`config.mk`:
```
export PLATFORM = sky130hd
export DESIGN_NAME = vga_sync_gen
export DESIGN_NICKNAME = d
export VERILOG_FILES = /design/src/rtl/vga_sync_gen.sv
export SDC_FILE = /design/constraint.sdc
export NUM_CORES = 1
export LEC_CHECK = 0
export CAP_MARGIN = 40
export CORE_UTILIZATION = 40
export DETAILED_ROUTE_END_ITERATION = 6
export GPL_TIMING_DRIVEN = 0
export PLACE_DENSITY = 0.76
export SETUP_SLACK_MARGIN = 0.1
export SYNTH_ARGS = -nofsm -noshare
export SYNTH_HDL_FRONTEND = slang
export SYNTH_SLANG_ARGS = --single-unit
```
`constraint.sdc`:
```
create_clock -name clk_25mhz -period 2.7 [get_ports clk_25mhz]
set_clock_uncertainty 0.1 [all_clocks]
set_input_delay 0.54 -clock clk_25mhz [delete_from_list [all_inputs] [get_ports clk_25mhz]]
set_output_delay 0.54 -clock clk_25mhz [all_outputs]
set_load 0.02 [all_outputs]
```
`src/rtl/vga_sync_gen.sv`:
```
// VGA raster timing generator with a per-frame snapshot of the trading-data bus.
// The counters, the sync/video decodes and the snapshot are all registered.
// The decodes are computed from the next-state counter values, so each output
// describes the same (h_cnt, v_cnt) pair that is presented in the same cycle.
module vga_sync_gen #(
   parameter int H_VISIBLE = 640,
   parameter int H_FRONT   = 16,
   parameter int H_SYNC    = 96,
   parameter int H_BACK    = 48,
   parameter int V_VISIBLE = 480,
   parameter int V_FRONT   = 10,
   parameter int V_SYNC    = 2,
   parameter int V_BACK    = 33
) (
   input  logic       clk_25mhz,
   input  logic       rst,
   input  logic [7:0] buy_price_in,
   input  logic [7:0] sell_price_in,
   input  logic [7:0] trade_count_in,
   input  logic [7:0] spread_in,
   input  logic       halt_in,
   output logic [9:0] h_cnt,
   output logic [9:0] v_cnt,
   output logic       video_on,
   output logic       hsync,
   output logic       vsync,
   output logic       frame_start,
   output logic [7:0] buy_price,
   output logic [7:0] sell_price,
   output logic [7:0] trade_count,
   output logic [7:0] spread,
   output logic       halt_signal,
   output logic [7:0] frame_count
);

   localparam int H_TOTAL = H_VISIBLE + H_FRONT + H_SYNC + H_BACK;
   localparam int V_TOTAL = V_VISIBLE + V_FRONT + V_SYNC + V_BACK;

   localparam logic [9:0] H_LAST   = 10'(H_TOTAL - 1);
   localparam logic [9:0] V_LAST   = 10'(V_TOTAL - 1);
   localparam logic [9:0] H_VIS    = 10'(H_VISIBLE);
   localparam logic [9:0] V_VIS    = 10'(V_VISIBLE);
   localparam logic [9:0] HS_FIRST = 10'(H_VISIBLE + H_FRONT);
   localparam logic [9:0] HS_LAST  = 10'(H_VISIBLE + H_FRONT + H_SYNC - 1);
   localparam logic [9:0] VS_FIRST = 10'(V_VISIBLE + V_FRONT);
   localparam logic [9:0] VS_LAST  = 10'(V_VISIBLE + V_FRONT + V_SYNC - 1);

   logic [9:0] h_q, h_d;
   logic [9:0] v_q, v_d;
   logic       video_on_q, video_on_d;
   logic       hsync_q, hsync_d;
   logic       vsync_q, vsync_d;
   logic       frame_start_q, frame_start_d;
   logic [7:0] buy_q, buy_d;
   logic [7:0] sell_q, sell_d;
   logic [7:0] trades_q, trades_d;
   logic [7:0] spread_q, spread_d;
   logic       halt_q, halt_d;
   logic [7:0] frames_q, frames_d;
   logic       line_wrap;
   logic       frame_wrap;

   // Next-state counters, decodes of those next-state values, and snapshot capture.
   always_comb begin
      line_wrap  = (h_q == H_LAST);
      frame_wrap = line_wrap && (v_q == V_LAST);

      h_d = line_wrap ? 10'd0 : h_q + 10'd1;
      v_d = v_q;
      if (line_wrap) begin
         v_d = (v_q == V_LAST) ? 10'd0 : v_q + 10'd1;
      end

      video_on_d    = (h_d < H_VIS) && (v_d < V_VIS);
      hsync_d       = !((h_d >= HS_FIRST) && (h_d <= HS_LAST));
      vsync_d       = !((v_d >= VS_FIRST) && (v_d <= VS_LAST));
      frame_start_d = (h_d == 10'd0) && (v_d == 10'd0);

      buy_d    = buy_q;
      sell_d   = sell_q;
      trades_d = trades_q;
      spread_d = spread_q;
      halt_d   = halt_q;
      frames_d = frames_q;
      if (frame_wrap) begin
         buy_d    = buy_price_in;
         sell_d   = sell_price_in;
         trades_d = trade_count_in;
         spread_d = spread_in;
         halt_d   = halt_in;
         frames_d = frames_q + 8'd1;
      end
   end

   // State register; reset parks the counters on the last pixel so release is a frame wrap.
   always_ff @(posedge clk_25mhz) begin
      if (rst) begin
         h_q           <= H_LAST;
         v_q           <= V_LAST;
         video_on_q    <= 1'b0;
         hsync_q       <= 1'b1;
         vsync_q       <= 1'b1;
         frame_start_q <= 1'b0;
         buy_q         <= 8'd0;
         sell_q        <= 8'd0;
         trades_q      <= 8'd0;
         spread_q      <= 8'd0;
         halt_q        <= 1'b0;
         frames_q      <= 8'd0;
      end else begin
         h_q           <= h_d;
         v_q           <= v_d;
         video_on_q    <= video_on_d;
         hsync_q       <= hsync_d;
         vsync_q       <= vsync_d;
         frame_start_q <= frame_start_d;
         buy_q         <= buy_d;
         sell_q        <= sell_d;
         trades_q      <= trades_d;
         spread_q      <= spread_d;
         halt_q        <= halt_d;
         frames_q      <= frames_d;
      end
   end

   assign h_cnt       = h_q;
   assign v_cnt       = v_q;
   assign video_on    = video_on_q;
   assign hsync       = hsync_q;
   assign vsync       = vsync_q;
   assign frame_start = frame_start_q;
   assign buy_price   = buy_q;
   assign sell_price  = sell_q;
   assign trade_count = trades_q;
   assign spread      = spread_q;
   assign halt_signal = halt_q;
   assign frame_count = frames_q;

endmodule
```
==> out/results.ini, run 1 <==
[floorplanning]
die_area_sq_um=7268
die_h_microns=85.26
die_x_microns=85.26
start_util=0.4245
core_sq_um=6531
num_rows=29
io_pins=100

[setup_path]
rr_endpoint=vsync
critPathKind=flip-flop to flip-flop
reg2regPathDepth=9
r2r-start=v_cnt[0]
r2r_slack_ps=90
cp-startpoint=v_cnt[0]
cp_max_fo=8
worst_setup_path_end_kind=flip-flop
crit_end=vsync
startpoint_type=flip-flop
cp.arrival_ps=2710
worstPathRequired_ps=2810

[timing]
drv_slew=0
slew_headroom=0.6580
grt_setup_unrepaired=yes
max_freq_mhz=383.5
fin_crit_ps=2608
setup_violations=0
hold_violations=0
worst_pin_slew_ps=513.0
period_share=0.9658
fin_setup_tns_ps=0

[grt]
antenna_found_initial=0
grt_pass1_wl_microns=11850
grt_use_total=0.2054
overflow=0
grt_max_degree=12
grt_pass1_vias=2603

[layout]
layout-drive-gt1-share=0.1009
final_cells=533
areaGrowthSynthToFinish_pct=49.05
fin_area_sq_um=4133
fill_cells=574
nets=491
n_antenna_cell=0

[placement]
io_buffers=98
gp_congestion=0.8525
post-place-cells=514
placed_cell_area_sq_um=3881
hpwl_microns=5078

[synth]
synth_cell_types=46
synthCells=339
yosysSeqAreaShare=0.4693
netlist_area_sq_um=2773
yosysTopAreaCellShare=0.4693
synth_top_cell_by_area=dfxtp_1
syn_area_per_cell_sq_um=8.179
synth-edff-count=0
yosys_warnings=0
synth_area_leaders=dfxtp_1 47%, nand2_1 11%, a21oi_1 7.2%, nor2_1 2.8%, xnor2_1 2.8%
synthesis.nets=379
ys_seq_elements=65
synth_flop_cell=dfxtp_1
synthArstFlopShare=0

[clock_network]
cts.clk_slew.worst_paths_ps=70
root_buffer=clkbuf_8
clkSinkCount=65
clk_path_buf_depth=2
clk_latency_ps=330
cts_made_buffers=9
cts_tree=yes
htree_num_levels=3

[detailed_routing]
viasPerCell=5.128
ant_nets=0
dr.pass1.iters=4
drc_errors=0
vias=2733
drt-initial-drc-count=120
avgRoutedWirePerCell_microns=13.37
routed_wl_microns=7128

[outcome]
status=completed

[pwr]
power_density_nw_per_um2=1066
p_total_mw=4.406
peakVddDrop_mv=0.5505
leakage_nw=1.497

[job]
cap_violations=0

[worst_hold_path]
min_path_type=flip-flop to flip-flop

## through the flow
step	hold WS [ps]	worst slack [ps]	util
final	354.4	92.31	0.6328
after global routing	375.7	-29.84	0.6328
after CTS	355.1	119.7	0.6312
after detailed placement	345.7	-128.4	0.5943
after global placement	340.6	-109.6	0.5943
after floorplan	434.5	119.5	-
## logic make-up after synthesis
group,after synthesis,share of synthesized area
and+or+nand+nor,161,0.2780
buffers and inverters,27,0.04107
xor gates and xnor gates,16,0.05054
AOI/OAI and AO/OA,63,0.1304
adders and majority gates,5,0.02256
DFF,65,0.4693
muxes,2,0.008122
## critical path, cell delays in order, from the launching register on
cell      delay, ps
dfxtp_2         360
inv_1            60
ha_1            130
and4bb_2        240
and4_1          190
clkbuf_2        180
o21ai_2          60
a211o_1         270
or3_1           410
or4b_1          470
## worst min-delay path by stage
stage	from	end	slack, ps	cells past startpoint
after floorplan	buy_price[0]	buy_price[0]	430	2
after global placement	buy_price[3]	buy_price[3]	340	2
after detailed placement	sell_price[0]	sell_price[0]	350	2
after CTS	spread[0]	spread[0]	360	2
after global routing	spread[7]	spread[7]	380	2
final	sell_price[0]	sell_price[0]	350	2
## cell type report
class,count,area (sq um),share of cell area
flip-flops and latches,65,1315,0.3182
plain buffers,20,96.34,0.02331
clock buffers,11,152.6,0.03694
well taps,77,96.34,0.02331
repair buffers,101,1003,0.2428
inverters,7,26.28,0.006358
multi-input cells,247,1390,0.3364
clock inverters,5,52.55,0.01272
## registers in the layout, summed over array words and instances, names as in the netlist
register	cells
frame_count	8
h_cnt	10
spread	8
trade_count	8
sell_price	8
hsync	1
frame_start	1
v_cnt	10
vsync	1
video_on	1
halt_signal	1
buy_price	8
## cell usage after synthesis, types with 4 or more instances
master and count:
a21o_1 5, a21oi_1 40, and3_1 5, clkbuf_1 14
dfxtp_1 65, ha_1 5, inv_1 7, nand2_1 83
nand3_1 8, nand4_1 7, nor2_1 21, nor3_1 8
o21ai_0 7, or3_1 4, xnor2_1 9, xor2_1 7
## power breakdown
group	switching [mW]	leakage (nW)	internal [mW]	total, mW
sequential	0.214	0.529	1.21	1.42
combinational	1.20	0.864	0.942	2.14
clock	0.362	0.104	0.478	0.839
total	1.78	1.50	2.63	4.41
## metal layers
metal,share of wire,global-route usage,wire [microns],vias up
met1,0.43,0.2517,3063,1253
li1,-,-,-,1376
met5,0,0,0,-
met2,0.48,0.3321,3430,93
met4,0.016,0.08939,111,0
met3,0.073,0.06615,523,11
## layout by cell type (no fill, tap or decap), types with 2 or more instances in the layout
| master | instances |
|---|---|
| dfxtp_1 | 58 |
| nor2_1 | 21 |
| nand3_1 | 8 |
| buf_4 | 5 |
| nor3b_1 | 2 |
| clkinv_2 | 3 |
| dfxtp_4 | 2 |
| nor2b_1 | 3 |
| clkbuf_1 | 13 |
| clkdlybuf4s50_1 | 98 |
| nand4_1 | 7 |
| a21o_1 | 5 |
| or3_1 | 3 |
| dfxtp_2 | 5 |
| or2_2 | 2 |
| mux2_2 | 2 |
| o21ai_0 | 7 |
| o31ai_1 | 2 |
| ha_1 | 4 |
| xnor2_1 | 9 |
| and4_1 | 3 |
| nor4_1 | 2 |
| clkbuf_2 | 5 |
| nand2_1 | 83 |
| a21oi_1 | 40 |
| xor2_1 | 7 |
| inv_1 | 7 |
| nor3_1 | 8 |
| clkbuf_8 | 9 |
| and3_1 | 5 |
| a211o_1 | 2 |
| nand2b_1 | 2 |
## timing repair
item / CTS / global route
pin swaps: 2 / 0
hold endpoints to repair: 0 / 0
gates resized for setup: 5 / 4
setup endpoints to repair: 32 / 31
setup buffers: 3 / 0
hold buffers: 0 / 0
Power figures use the tool's default switching activity.
==> inputs of run 2 (changes only) <==
--- a/config.mk
+++ b/config.mk
@@ -5,11 +5,10 @@
 export SDC_FILE = /design/constraint.sdc
 export NUM_CORES = 1
 export LEC_CHECK = 0
-export CAP_MARGIN = 40
-export CORE_UTILIZATION = 40
+export CAP_MARGIN = 20
+export CORE_UTILIZATION = 30
 export DETAILED_ROUTE_END_ITERATION = 6
 export GPL_TIMING_DRIVEN = 0
-export PLACE_DENSITY = 0.76
 export SETUP_SLACK_MARGIN = 0.1
 export SYNTH_ARGS = -nofsm -noshare
 export SYNTH_HDL_FRONTEND = slang
==> out/results.ini, run 2 (synthesized netlist as in run 1, its figures left out) <==
[outcome]
status=complete, but fails checks
violations=DRC

[timing]
drv_slew=0  ; unchanged
hold_violations=0  ; unchanged
worst_pin_slew_ps=502.7  ; -10.29 ps
grt_setup_unrepaired=yes
fin_crit_ps=2550  ; -57.94 ps
setup_slack_ps=150.2  ; +57.94 ps
setup_violations=0  ; unchanged
period_share=0.9444  ; -0.02146
max_freq_mhz=392.2  ; +2.3%
slew_headroom=0.6648  ; +0.006858

[floorplanning]
io_pins=100  ; unchanged
die_h_microns=98.14  ; +15%
die_x_microns=98.14  ; +15%
die_area_sq_um=9630  ; +32%
num_rows=34  ; +17%
core_sq_um=8848  ; +35%
start_util=0.3133  ; -0.1112

[setup_path]
worstPathRequired_ps=2800  ; about the same
worst_setup_path_end_kind=flip-flop
cp_max_fo=6  ; -2
startpoint_type=flip-flop
cp.arrival_ps=2650  ; -60 ps
critPathKind=flip-flop to flip-flop

[pwr]
power_density_nw_per_um2=1050  ; -1.5%
leakage_nw=1.534  ; +2.5%
p_total_mw=4.440  ; +0.77%
peakVddDrop_mv=0.4203  ; -24%

[layout]
final_common_cell=clkdlybuf4s50_1
fin_util=0.4778  ; -0.1550
n_antenna_cell=0  ; unchanged
final_cells=573  ; +7.5%
layout-drive-gt1-share=0.1333  ; +0.03246
areaGrowthSynthToFinish_pct=52.48
fin_area_sq_um=4228  ; +2.3%
final_cell_mix=98 x clkdlybuf4s50_1, 83 x nand2_1, 56 x dfxtp_1
nets=501  ; +2.0%

[clock_network]
cts_tree=yes
root_buffer=clkbuf_8
clk_path_buf_depth=2  ; unchanged
clkSinkCount=65  ; unchanged
cts_made_buffers=9  ; unchanged
clk_latency_ps=340  ; about the same
cts.clk_slew.worst_paths_ps=70  ; about the same
cts_hold_buf=0  ; unchanged
htree_num_levels=3  ; unchanged

[detailed_routing]
avgRoutedWirePerCell_microns=13.25  ; -0.91%
drc_errors=1  ; +1
ant_nets=0  ; unchanged
dr.pass1.iters=7  ; +3
drt-initial-drc-count=87  ; -28%
routed_wl_microns=7593  ; +6.5%
viasPerCell=4.766  ; -7.0%
vias=2731  ; -0.073%

[placement]
gp_congestion=0.8360  ; -1.9%
hpwl_microns=5470  ; +7.7%
post-place-cells=545  ; +6.0%
io_buffers=98  ; unchanged
preCtsSetupSlack_ps=-211.1  ; -82.71 ps
placed_cell_area_sq_um=3920  ; +1.0%

[job]
cap_violations=0  ; unchanged

[grt]
antenna_found_initial=0  ; unchanged
grt_use_total=0.1587  ; -0.04679
grt_max_degree=12  ; unchanged
grt_pass1_wl_microns=12190  ; +2.9%
overflow=0  ; unchanged
grt_pass1_vias=2549  ; -2.1%

[worst_hold_path]
min_path_type=flip-flop to flip-flop

## run 2: changes by cell type in the layout (fill, tap and decap cells not counted), sizes merged
cell,before,now
buf,6,18
bufinv,1,0
clkbuf,28,25
inv,7,8
## run 2: final timing paths
kind,startpoint,end,slack [ps],cells past startpoint
max,v_cnt[0],vsync,150,9
min,trade_count[0],trade_count[0],360,2
max reg2reg,v_cnt[0],vsync,150,9
min reg2reg,trade_count[0],trade_count[0],360,2
## run 2: report_power, final
part	total, mW	switching, mW	internal, mW
Combinational	2.32	1.25	1.07
Clock	0.694	0.367	0.327
Sequential	1.42	0.210	1.21
Total	4.44	1.83	2.61
## run 2: timing repair
action | 4_1_cts | 5_1_grt
setup buffers | 3 | 10
hold endpoints to repair | 0 | 0
gates resized for setup | 7 | 16
cloned | 0 | 0
setup endpoints to repair | 34 | 21
pin swaps | 2 | 4
## run 2: area by class of cell
class	instances	area [sq um]
clock inverter	5	32.53
buffer	20	103.9
tap	108	135.1
timing repair buffer	111	1079
inverter	7	26.28
multi-input combinational	247	1401
fill	894	4621
clock buffer	10	127.6
sequential	65	1323
## run 2: worst max-delay path: stages, from the launching register on
cell,delay (ps)
dfxtp_4,370
inv_2,50
ha_1,120
and4bb_2,240
and4_1,210
buf_6,110
o21ai_2,40
a211o_1,320
or3_4,380
or4b_4,470
## run 2: metrics by stage
step                hold slack (ps)  setup TNS (ps)
floorplan                     434.5               0
global placement              340.8           -2842
detailed placement            347.4           -5146
CTS                           357.5               0
global route                  378.8               0
finish                        355.3               0
## run 2: routing by layer
layer  share of wire  GRT usage  vias up
met1            0.47     0.1974     1260
met5               0          0        -
met3           0.057    0.04724        6
met4           0.012    0.06544        0
li1                -          -     1402
met2            0.46     0.2562       63
